**config.mk**
```make
export PLATFORM = sky130hd
export DESIGN_NAME = des_f_pipe_flat
export DESIGN_NICKNAME = d
export VERILOG_FILES = /design/src/rtl/des_f_pipe_if.sv /design/src/rtl/des_f_pipe.sv /design/src/flat_wrapper.sv
export SDC_FILE = /design/constraint.sdc
export NUM_CORES = 1
export LEC_CHECK = 0
export ABC_CLOCK_PERIOD_IN_PS = 7800
export BUFFER_PORTS_ARGS = -buffer_cell sky130_fd_sc_hd__buf_2
export CAP_MARGIN = 20
export CORE_MARGIN = 1
export CORE_UTILIZATION = 50
export CTS_CLUSTER_DIAMETER = 100
export DETAILED_ROUTE_END_ITERATION = 10
export GPL_ROUTABILITY_DRIVEN = 0
export HOLD_SLACK_MARGIN = 0.12
export PLACE_DENSITY = 0.79
export SYNTH_ARGS = -nofsm -noshare
export SYNTH_HDL_FRONTEND = slang
export SYNTH_SLANG_ARGS = --single-unit
```
**constraint.sdc**
```tcl
create_clock -name clk -period 7.8 [get_ports clk]
set_clock_uncertainty 0.2 [all_clocks]
set_input_delay 0.78 -clock clk [delete_from_list [all_inputs] [get_ports clk]]
set_output_delay 0.78 -clock clk [all_outputs]
set_load 0.02 [all_outputs]
```
**src/rtl/des_f_pipe_if.sv**
```systemverilog
// Handshake bundle for des_f_pipe: operand side (R, K, tag) and result side (f, tag).
interface des_f_pipe_if #(
    parameter int TAG_W = 4
);
    logic             in_valid;
    logic             in_ready;
    logic [1:32]      R_in;
    logic [1:48]      K_in;
    logic [TAG_W-1:0] tag_in;
    logic             out_valid;
    logic             out_ready;
    logic [1:32]      f_out;
    logic [TAG_W-1:0] tag_out;

    modport slave (
        input  in_valid, R_in, K_in, tag_in, out_ready,
        output in_ready, out_valid, f_out, tag_out
    );

    modport master (
        output in_valid, R_in, K_in, tag_in, out_ready,
        input  in_ready, out_valid, f_out, tag_out
    );
endinterface

```
**src/rtl/des_f_pipe.sv**
```systemverilog
// DES round function f(R,K) = P(S1..S8(E(R) ^ K)) as a valid/ready pipeline.
// Define DES_F_SBOX_STAGE_EN to register the S-box outputs ahead of P (3-cycle latency).
module des_f_pipe #(
    parameter int TAG_W = 4
) (
    input  logic        clk,
    input  logic        rst_n,
    des_f_pipe_if.slave bus
);
    // P table, entry for output bit 1 in the most significant slot
    localparam logic [191:0] P_TAB = {
        6'd16, 6'd7,  6'd20, 6'd21, 6'd29, 6'd12, 6'd28, 6'd17,
        6'd1,  6'd15, 6'd23, 6'd26, 6'd5,  6'd18, 6'd31, 6'd10,
        6'd2,  6'd8,  6'd24, 6'd14, 6'd32, 6'd27, 6'd3,  6'd9,
        6'd19, 6'd13, 6'd30, 6'd6,  6'd22, 6'd11, 6'd4,  6'd25
    };

    // S1..S8, each 4 rows x 16 columns of nibbles, row 0 column 0 in the top nibble
    localparam logic [0:7][255:0] SBOX_TAB = {
        {64'hE4D12FB83A6C5907, 64'h0F74E2D1A6CB9538, 64'h41E8D62BFC973A50, 64'hFC8249175B3EA06D},
        {64'hF18E6B34972DC05A, 64'h3D47F28EC01A69B5, 64'h0E7BA4D158C6932F, 64'hD8A13F42B67C05E9},
        {64'hA09E63F51DC7B428, 64'hD709346A285ECBF1, 64'hD6498F30B12C5AE7, 64'h1AD069874FE3B52C},
        {64'h7DE3069A1285BC4F, 64'hD8B56F03472C1AE9, 64'hA690CB7DF13E5284, 64'h3F06A1D8945BC72E},
        {64'h2C417AB6853FD0E9, 64'hEB2C47D150FA3986, 64'h421BAD78F9C5630E, 64'hB8C71E2D6F09A453},
        {64'hC1AF92680D34E75B, 64'hAF427C9561DE0B38, 64'h9EF528C3704A1DB6, 64'h432C95FABE17608D},
        {64'h4B2EF08D3C975A61, 64'hD0B7491AE35C2F86, 64'h14BDC37EAF680592, 64'h6BD814A7950FE23C},
        {64'hD2846FB1A93E50C7, 64'h1FD8A374C56B0E92, 64'h7B419CE206ADF358, 64'h21E74A8DFC90356B}
    };

    function automatic logic [3:0] sbox_lookup(input logic [255:0] tab, input logic [5:0] six);
        int idx;
        idx = {26'd0, six[5], six[0], six[4:1]};
        return tab[(63 - idx) * 4 +: 4];
    endfunction

    logic             s1_valid_reg;
    logic             s2_valid_reg;
    logic [1:48]      x_reg;
    logic [TAG_W-1:0] s1_tag_reg;
    logic [TAG_W-1:0] s2_tag_reg;
    logic [1:32]      f_reg;
    logic             s1_load;
    logic             s1_take;
    logic             s2_load;
    logic [1:48]      e_r;
    logic [1:32]      sbox_out;
    logic [1:32]      p_in;
    logic [1:32]      p_out;
    logic [TAG_W-1:0] p_tag;
    logic             p_valid;

    // E expansion: group g repeats R bits 4g..4g+5, with 0 wrapping to 32 and 33 to 1
    for (genvar gi = 0; gi < 48; gi++) begin : g_expand
        localparam int SRC = ((4 * (gi / 6) + (gi % 6) + 31) % 32) + 1;
        assign e_r[gi + 1] = bus.R_in[SRC];
    end

    for (genvar gi = 0; gi < 8; gi++) begin : g_sbox
        assign sbox_out[gi * 4 + 1 +: 4] = sbox_lookup(SBOX_TAB[gi], x_reg[gi * 6 + 1 +: 6]);
    end

`ifdef DES_F_SBOX_STAGE_EN
    logic             sb_valid_reg;
    logic [1:32]      sb_reg;
    logic [TAG_W-1:0] sb_tag_reg;
    logic             sb_load;

    assign sb_load = s1_valid_reg & (~sb_valid_reg | s2_load);
    assign s1_take = sb_load;

    always_ff @(posedge clk or negedge rst_n) begin
        if (!rst_n) begin
            sb_valid_reg <= 1'b0;
            sb_reg       <= '0;
            sb_tag_reg   <= '0;
        end else begin
            sb_valid_reg <= sb_load | (sb_valid_reg & ~s2_load);
            if (sb_load) begin
                sb_reg     <= sbox_out;
                sb_tag_reg <= s1_tag_reg;
            end
        end
    end

    assign p_in    = sb_reg;
    assign p_tag   = sb_tag_reg;
    assign p_valid = sb_valid_reg;
`else
    assign s1_take = s2_load;
    assign p_in    = sbox_out;
    assign p_tag   = s1_tag_reg;
    assign p_valid = s1_valid_reg;
`endif

    for (genvar gi = 1; gi <= 32; gi++) begin : g_perm
        assign p_out[gi] = p_in[P_TAB[(32 - gi) * 6 +: 6]];
    end

    // Stage 1 frees up in the same cycle its contents move on, so a full pipe streams
    assign s2_load      = p_valid & (~s2_valid_reg | bus.out_ready);
    assign bus.in_ready = ~s1_valid_reg | s1_take;
    assign s1_load      = bus.in_valid & bus.in_ready;

    always_ff @(posedge clk or negedge rst_n) begin
        if (!rst_n) begin
            s1_valid_reg <= 1'b0;
            x_reg        <= '0;
            s1_tag_reg   <= '0;
        end else begin
            s1_valid_reg <= s1_load | (s1_valid_reg & ~s1_take);
            if (s1_load) begin
                x_reg      <= e_r ^ bus.K_in;
                s1_tag_reg <= bus.tag_in;
            end
        end
    end

    always_ff @(posedge clk or negedge rst_n) begin
        if (!rst_n) begin
            s2_valid_reg <= 1'b0;
            f_reg        <= '0;
            s2_tag_reg   <= '0;
        end else begin
            s2_valid_reg <= s2_load | (s2_valid_reg & ~bus.out_ready);
            if (s2_load) begin
                f_reg      <= p_out;
                s2_tag_reg <= p_tag;
            end
        end
    end

    assign bus.out_valid = s2_valid_reg;
    assign bus.f_out     = f_reg;
    assign bus.tag_out   = s2_tag_reg;
endmodule

```
**src/flat_wrapper.sv**
```systemverilog
// flat-port wrapper written by rule: the top's interface ports become plain ports
module des_f_pipe_flat 
#(
    parameter int TAG_W = 4
)
  (clk, rst_n, bus_in_valid, bus_R_in, bus_K_in, bus_tag_in, bus_out_ready, bus_in_ready, bus_out_valid, bus_f_out, bus_tag_out);
  des_f_pipe_if #(.TAG_W(TAG_W)) bus_i ();
  input  logic clk;
  input  logic rst_n;
  input wire logic [$bits(bus_i.in_valid)-1:0] bus_in_valid;
  input wire logic [$bits(bus_i.R_in)-1:0] bus_R_in;
  input wire logic [$bits(bus_i.K_in)-1:0] bus_K_in;
  input wire logic [$bits(bus_i.tag_in)-1:0] bus_tag_in;
  input wire logic [$bits(bus_i.out_ready)-1:0] bus_out_ready;
  output wire logic [$bits(bus_i.in_ready)-1:0] bus_in_ready;
  output wire logic [$bits(bus_i.out_valid)-1:0] bus_out_valid;
  output wire logic [$bits(bus_i.f_out)-1:0] bus_f_out;
  output wire logic [$bits(bus_i.tag_out)-1:0] bus_tag_out;
  assign bus_i.in_valid = bus_in_valid;
  assign bus_i.R_in = bus_R_in;
  assign bus_i.K_in = bus_K_in;
  assign bus_i.tag_in = bus_tag_in;
  assign bus_i.out_ready = bus_out_ready;
  assign bus_in_ready = bus_i.in_ready;
  assign bus_out_valid = bus_i.out_valid;
  assign bus_f_out = bus_i.f_out;
  assign bus_tag_out = bus_i.tag_out;
  des_f_pipe #(.TAG_W(TAG_W)) u_core (.clk(clk), .rst_n(rst_n), .bus(bus_i));
endmodule
```
==> metrics.txt, run 1 <==
final hold vios=0; TritonCTS Buffers=9; Longest Clk Path Bufs=2; register area share after synthesis=26.5%; count leader, synth=nand2_1; postcts setup bufs=0; Final ANT Viol Nets=0; DRT iter0 DRCs=535; synthesized instance count=1015; final instance area=9320 um^2; Final Util=56.2%; PD cells=253 nW/um^2; fin crit share=36.8%; total wire length=19600 um; Die H=132 um; RSZ-0062 raised after global routing=no; vias in the first global route=6750; top cell type's share of synthesized area=26.5%; Hold WS=0.189 ns; Die ar.=17500 um^2; startpoint types=flip-flop; fin nets=1212; outcome=complete, no violations; share of cells above drive strength 1=18.2%; Final Critical Period=2.87 ns; Post-Syn Nets=1166; clk root buf=clkbuf_16; synth cell count leaders=94 x nand2_1, 90 x dfrtp_1, 87 x nor2_1; TritonCTS Sinks=90; top cells by area, synth=dfrtp_1 26%, ha_1 9.3%, mux4_2 5.8%; # Max-Cap Violations=0; EDFF count, synth=0; largest net degree at the start of global routing=101; Fmax=348 MHz; area of the core=16600 um^2; n_diodes=0; worst vdd ir=122 uV; Syn Std Cell Area=8510 um^2; vias=7476; Initial Util=51.3%; initial antenna violation count=2; asr flop ratio synth=100%; Synth cell types=71; Design Power=2.36 mW; number of port buffers=125; Global Route Usage Sum=22.9%; placed cell areas=8990 um^2; Crit Path Category=reg -> reg; Synth area leader=dfrtp_1; max_slew headroom=32.6%; die width=132 um; Final Max Tran Viols=0; CTS tree=done; max reg flops=48; CTS resizes=0; vias per cell=5.81; Area Growth Syn to Fin=9.54%; yosys warns=0; Primary FF master, synth=dfrtp_1; Setup-failing EPs final=0; cell row count=47; TNS Setup=0 ns; Slew @ Worst Pin=1.01 ns; DRC=0; Leakage Power=4.09 nW; Worst-path clk slew=0.07 ns; first-pass GRT wire length=33200 um; Clk Latency, worst-skew pair=0.35 ns; Post-CTS Hold Buffers=0; IO Count=126; syn_area_per_cell=8.38 um^2; Seq cells post-synth=90; HP Class=in -> async; WL/cell=15.3 um; Crit. End Element=flip-flop; crit-path max FO=11; WP data required=7.89 ns; HPWL after DPL=13600 um; Initial DRT Pass Iterations=5; grt ovf=0; htree depth=3; arrival time at the worst endpoint=2.96 ns
[per-stage QoR]
stage	worst slack (ns)	cells
after floorplan	5.26	1015
after global placement	5.11	1270
after detailed placement	5.00	1270
after CTS	4.98	1286
after global routing	4.72	1286
final	4.93	1286
[routing by layer]
layer / part of all wire, % / track usage [%]
met5: 0.066 / 0
met4: 1.8 / 7.54
met3: 3.9 / 2.91
met2: 48 / 38.0
met1: 46 / 31.1
[worst paths after layout]
| path | endpoint | slack, ns | cells past startpoint | start |
|---|---|---|---|---|
| max in group asynchronous | u_core.x_reg[6]$_DFFE_PN0P_ | 6.15 | 2 | rst_n |
| min reg2reg | u_core.bus.tag_out[0]$_DFFE_PN0P_ | 0.27 | 2 | u_core.p_tag[0]$_DFFE_PN0P_ |
| min in group clk | u_core.bus.tag_out[0]$_DFFE_PN0P_ | 0.27 | 2 | u_core.p_tag[0]$_DFFE_PN0P_ |
| max | u_core.bus.f_out[14]$_DFFE_PN0P_ | 4.93 | 7 | u_core.x_reg[29]$_DFFE_PN0P_ |
| min | u_core.bus.f_out[8]$_DFFE_PN0P_ | 0.19 | 1 | rst_n |
| max reg2reg | u_core.bus.f_out[14]$_DFFE_PN0P_ | 4.93 | 7 | u_core.x_reg[29]$_DFFE_PN0P_ |
[layout by cell type, fill, tap and decap left out, types with 8 or more instances in the layout]
cell type,n
buf_2,124
nand2_1,92
dfrtp_1,90
nor2_1,87
a21oi_1,74
o21ai_0,73
ha_1,63
xor2_1,40
inv_1,38
xnor2_1,34
a211oi_1,25
nand2b_1,23
mux4_2,22
a31oi_1,19
o211ai_1,17
mux2i_1,16
nor2b_1,16
nand3_1,15
mux2_2,12
nor3_1,11
a21o_1,10
o31ai_1,9
clkbuf_16,9
nand3b_1,8
o2111ai_1,8
[critical path, stage by stage, from the launching register on]
cell	delay, ns
dfrtp_1	0.53
clkinv_1	0.37
ha_1	0.48
nor2b_1	0.37
nor2b_1	0.09
mux4_2	0.46
a21oi_1	0.16
o31a_1	0.14
[power breakdown]
part | switching [mW] | internal (mW) | leakage, nW | total [mW]
registers | 0.241 | 0.579 | 1.05 | 0.821
clock network | 0.194 | 0.299 | 0.163 | 0.493
logic | 0.553 | 0.490 | 2.88 | 1.04
total | 0.988 | 1.37 | 4.09 | 2.36
[cell families after synthesis]
group                      synth area share [%]
xor gates and xnor gates                   7.62
DFF                                        26.5
and+or+nand+nor                            15.6
AOI/OAI and AO/OA                          24.2
muxes                                      9.69
adders and majority gates                  9.26
buffers and inverters                      7.19
[cell type report]
| type | count | area (um^2) |
|---|---|---|
| timing repair buffer | 127 | 643 |
| fill | 1546 | 7260 |
| sequential | 90 | 2250 |
| tap | 220 | 275 |
| multi-input combinational | 789 | 5660 |
| inverter | 44 | 165 |
| clock buffer | 12 | 256 |
| clock inverter | 4 | 73.8 |
No activity file was read; power rests on OpenSTA's default activity.
==> run 2, diff against run 1 <==
--- a/config.mk
+++ b/config.mk
@@ -5,7 +5,7 @@
 export SDC_FILE = /design/constraint.sdc
 export NUM_CORES = 1
 export LEC_CHECK = 0
-export ABC_CLOCK_PERIOD_IN_PS = 7800
+export ABC_CLOCK_PERIOD_IN_PS = 2300
 export BUFFER_PORTS_ARGS = -buffer_cell sky130_fd_sc_hd__buf_2
 export CAP_MARGIN = 20
 export CORE_MARGIN = 1
@@ -14,7 +14,7 @@
 export DETAILED_ROUTE_END_ITERATION = 10
 export GPL_ROUTABILITY_DRIVEN = 0
 export HOLD_SLACK_MARGIN = 0.12
-export PLACE_DENSITY = 0.79
+export PLACE_DENSITY = 0.82
 export SYNTH_ARGS = -nofsm -noshare
 export SYNTH_HDL_FRONTEND = slang
 export SYNTH_SLANG_ARGS = --single-unit
==> constraint.sdc (replaced) <==
create_clock -name clk -period 2.3 [get_ports clk]
set_clock_uncertainty 0.2 [all_clocks]
set_input_delay 0.23 -clock clk [delete_from_list [all_inputs] [get_ports clk]]
set_output_delay 0.23 -clock clk [all_outputs]
set_load 0.02 [all_outputs]
==> run 2 against run 1 <==
Against the previous run:
- final cell count up 14%
- wire length is 16% higher
- cell area rose by 18%
- worst hold slack improved by 0.0031 ns
- combinational power rose to 4.3 times the previous value
==> metrics.txt, run 2 (synthesized netlist as in run 1, its figures left out) <==
outcome=complete, no violations; postcts setup bufs=0 (unchanged); Crit Reg-Reg Startpoint=u_core.x_reg[23]$_DFFE_PN0P_; Placed Cells=1343 (+5.7%); die width=132 um (unchanged); first-pass GRT wire length=38200 um (+15%); DRC=0 (unchanged); clk root buf=clkbuf_16; CTS tree=done; R2R setup slack=0.11 ns (-4.82 ns); cell row count=47 (unchanged); worst vdd ir=406 uV (+230%); Die ar.=17500 um^2 (unchanged); Design Power=8.48 mW (+260%); DRT iter0 DRCs=820 (+53%); vias per cell=5.82 (about the same); Initial DRT Pass Iterations=5 (unchanged); share of cells above drive strength 1=22.6% (+4.4 points); hold_sp=bus_K_in[25]; n_diodes=0 (unchanged); HP Class=in -> reg; startpoint types=flip-flop; Initial Util=51.3% (unchanged); grt ovf=0 (unchanged); max reg flops=48 (unchanged); vias=8498 (+14%); initial antenna violation count=0 (-2); WP data required=2.39 ns (-5.50 ns); Longest Clk Path Bufs=2 (unchanged); final hold vios=0 (unchanged); Final Max Tran Viols=0 (unchanged); Area Growth Syn to Fin=29.0%; Crit Path Category=reg -> reg; Final ANT Viol Nets=0 (unchanged); commonest non-fill, non-tap cells in the layout=124 x buf_2, 102 x dlygate4sd3_1, 92 x nand2_1; Reg2Reg Depth=6 (-1); Clk Latency, worst-skew pair=0.35 ns (about the same); HPWL after DPL=15100 um (+11%); Hold WS=0.192 ns (+0.00313 ns); fin crit share=95.4% (+59 points); Final Critical Period=2.19 ns (-0.677 ns); area of the multi-input gates=5730 um^2 (+1.2%); Die H=132 um (unchanged); Slew @ Worst Pin=0.728 ns (-0.280 ns); crit path launch=u_core.x_reg[23]$_DFFE_PN0P_; crit-path max FO=6 (-5); Post-Layout Cell Count=1461 (+14%); largest net degree at the start of global routing=44 (-56%); number of port buffers=125 (unchanged); max_slew headroom=51.5% (+19 points); worst hold path depth=4; Setup-failing EPs final=0 (unchanged); Fmax=456 MHz (+31%); Global Route Usage Sum=26.2% (+3.3 points); storage element area=2260 um^2 (+0.17%); Worst-path clk slew=0.07 ns (about the same); TNS Setup=0 ns (unchanged); PD cells=773 nW/um^2 (+210%); arrival time at the worst endpoint=2.28 ns (-0.68 ns); htree depth=3 (unchanged); fin nets=1387 (+14%); # Max-Cap Violations=0 (unchanged); most common cell after layout, fill and taps aside=buf_2; total wire length=22700 um (+16%); WHS Endpoint=u_core.x_reg[23]$_DFFE_PN0P_; Crit. End Element=flip-flop; RSZ-0062 raised after global routing=no; IO Count=126 (unchanged); Fillers=1317 (-15%); vias in the first global route=8206 (+22%); WL/cell=15.6 um (+1.8%); TritonCTS Buffers=9 (unchanged); TritonCTS Sinks=90 (unchanged); Crit Reg-Reg Endpoint=u_core.bus.f_out[20]$_DFFE_PN0P_; Leakage Power=4.87 nW (+19%); area of the core=16600 um^2 (unchanged)
==> run 2: changes by cell type in the layout (fill, tap and decap cells not counted), moves of 4 or more <==
cell and delta:
dlygate4sd3_1 +102, buf_12 +4, ha_1 -5, ha_4 +4, buf_4 +69
==> run 2: through the flow <==
step	worst slack [ns]	utilization (%)	instance area [um^2]
after floorplan	-0.0313	-	8590
after global placement	0.111	58.0	9620
after detailed placement	0.0133	58.0	9620
after CTS	0.0110	65.9	10900
after global routing	0.0135	66.2	11000
final	0.106	66.2	11000
==> run 2: cell type report <==
class                           instances  share of cell area [%]
Clock buffer                           13                    2.28
Clock inverter                          3                   0.365
Inverter                               44                    1.52
Multi-Input combinational cell        789                    52.2
Sequential cell                        90                    20.6
Tap cell                              220                    2.51
Timing Repair Buffer                  302                    20.6
==> run 2: metal layers <==
metal	track usage [%]	routed length [um]	part of all wire, %
met3	3.14	1140	5.0
met1	32.5	9470	42
met4	11.8	703	3.1
met2	45.7	11400	50
met5	0	0	0
==> run 2: worst max path at each step <==
| stage | slack (ns) | to | depth (start not counted) |
|---|---|---|---|
| after floorplan | -0.03 | u_core.bus.f_out[23]$_DFFE_PN0P_ | 9 |
| after global placement | 0.11 | u_core.bus.f_out[1]$_DFFE_PN0P_ | 7 |
| after detailed placement | 0.01 | u_core.bus.f_out[1]$_DFFE_PN0P_ | 7 |
| after CTS | 0.01 | u_core.bus.f_out[1]$_DFFE_PN0P_ | 7 |
| after global routing | 0.01 | u_core.bus.f_out[1]$_DFFE_PN0P_ | 8 |
| final | 0.11 | u_core.bus.f_out[20]$_DFFE_PN0P_ | 6 |
==> run 2: repair_timing <==
| item | CTS | global route |
|---|---|---|
| hold endpoints to repair | 143 | 0 |
| gates resized for setup | 0 | 8 |
| setup endpoints to repair | 0 | 6 |
| hold buffers | 102 | 0 |
==> run 2: critical path, stage by stage, from the launching register on <==
cell     delay (ns)
dfrtp_1        0.38
inv_1          0.20
ha_4           0.26
mux2_1         0.28
mux4_2         0.44
mux2_2         0.28
o21ai_2        0.10
==> run 2: power breakdown <==
part / switching (mW) / internal [mW] / total, mW / leakage, nW
Sequential: 0.509 / 1.97 / 2.48 / 1.05
Clock: 0.619 / 0.870 / 1.49 / 0.144
Combinational: 2.37 / 2.14 / 4.51 / 3.68
Total: 3.50 / 4.99 / 8.48 / 4.87
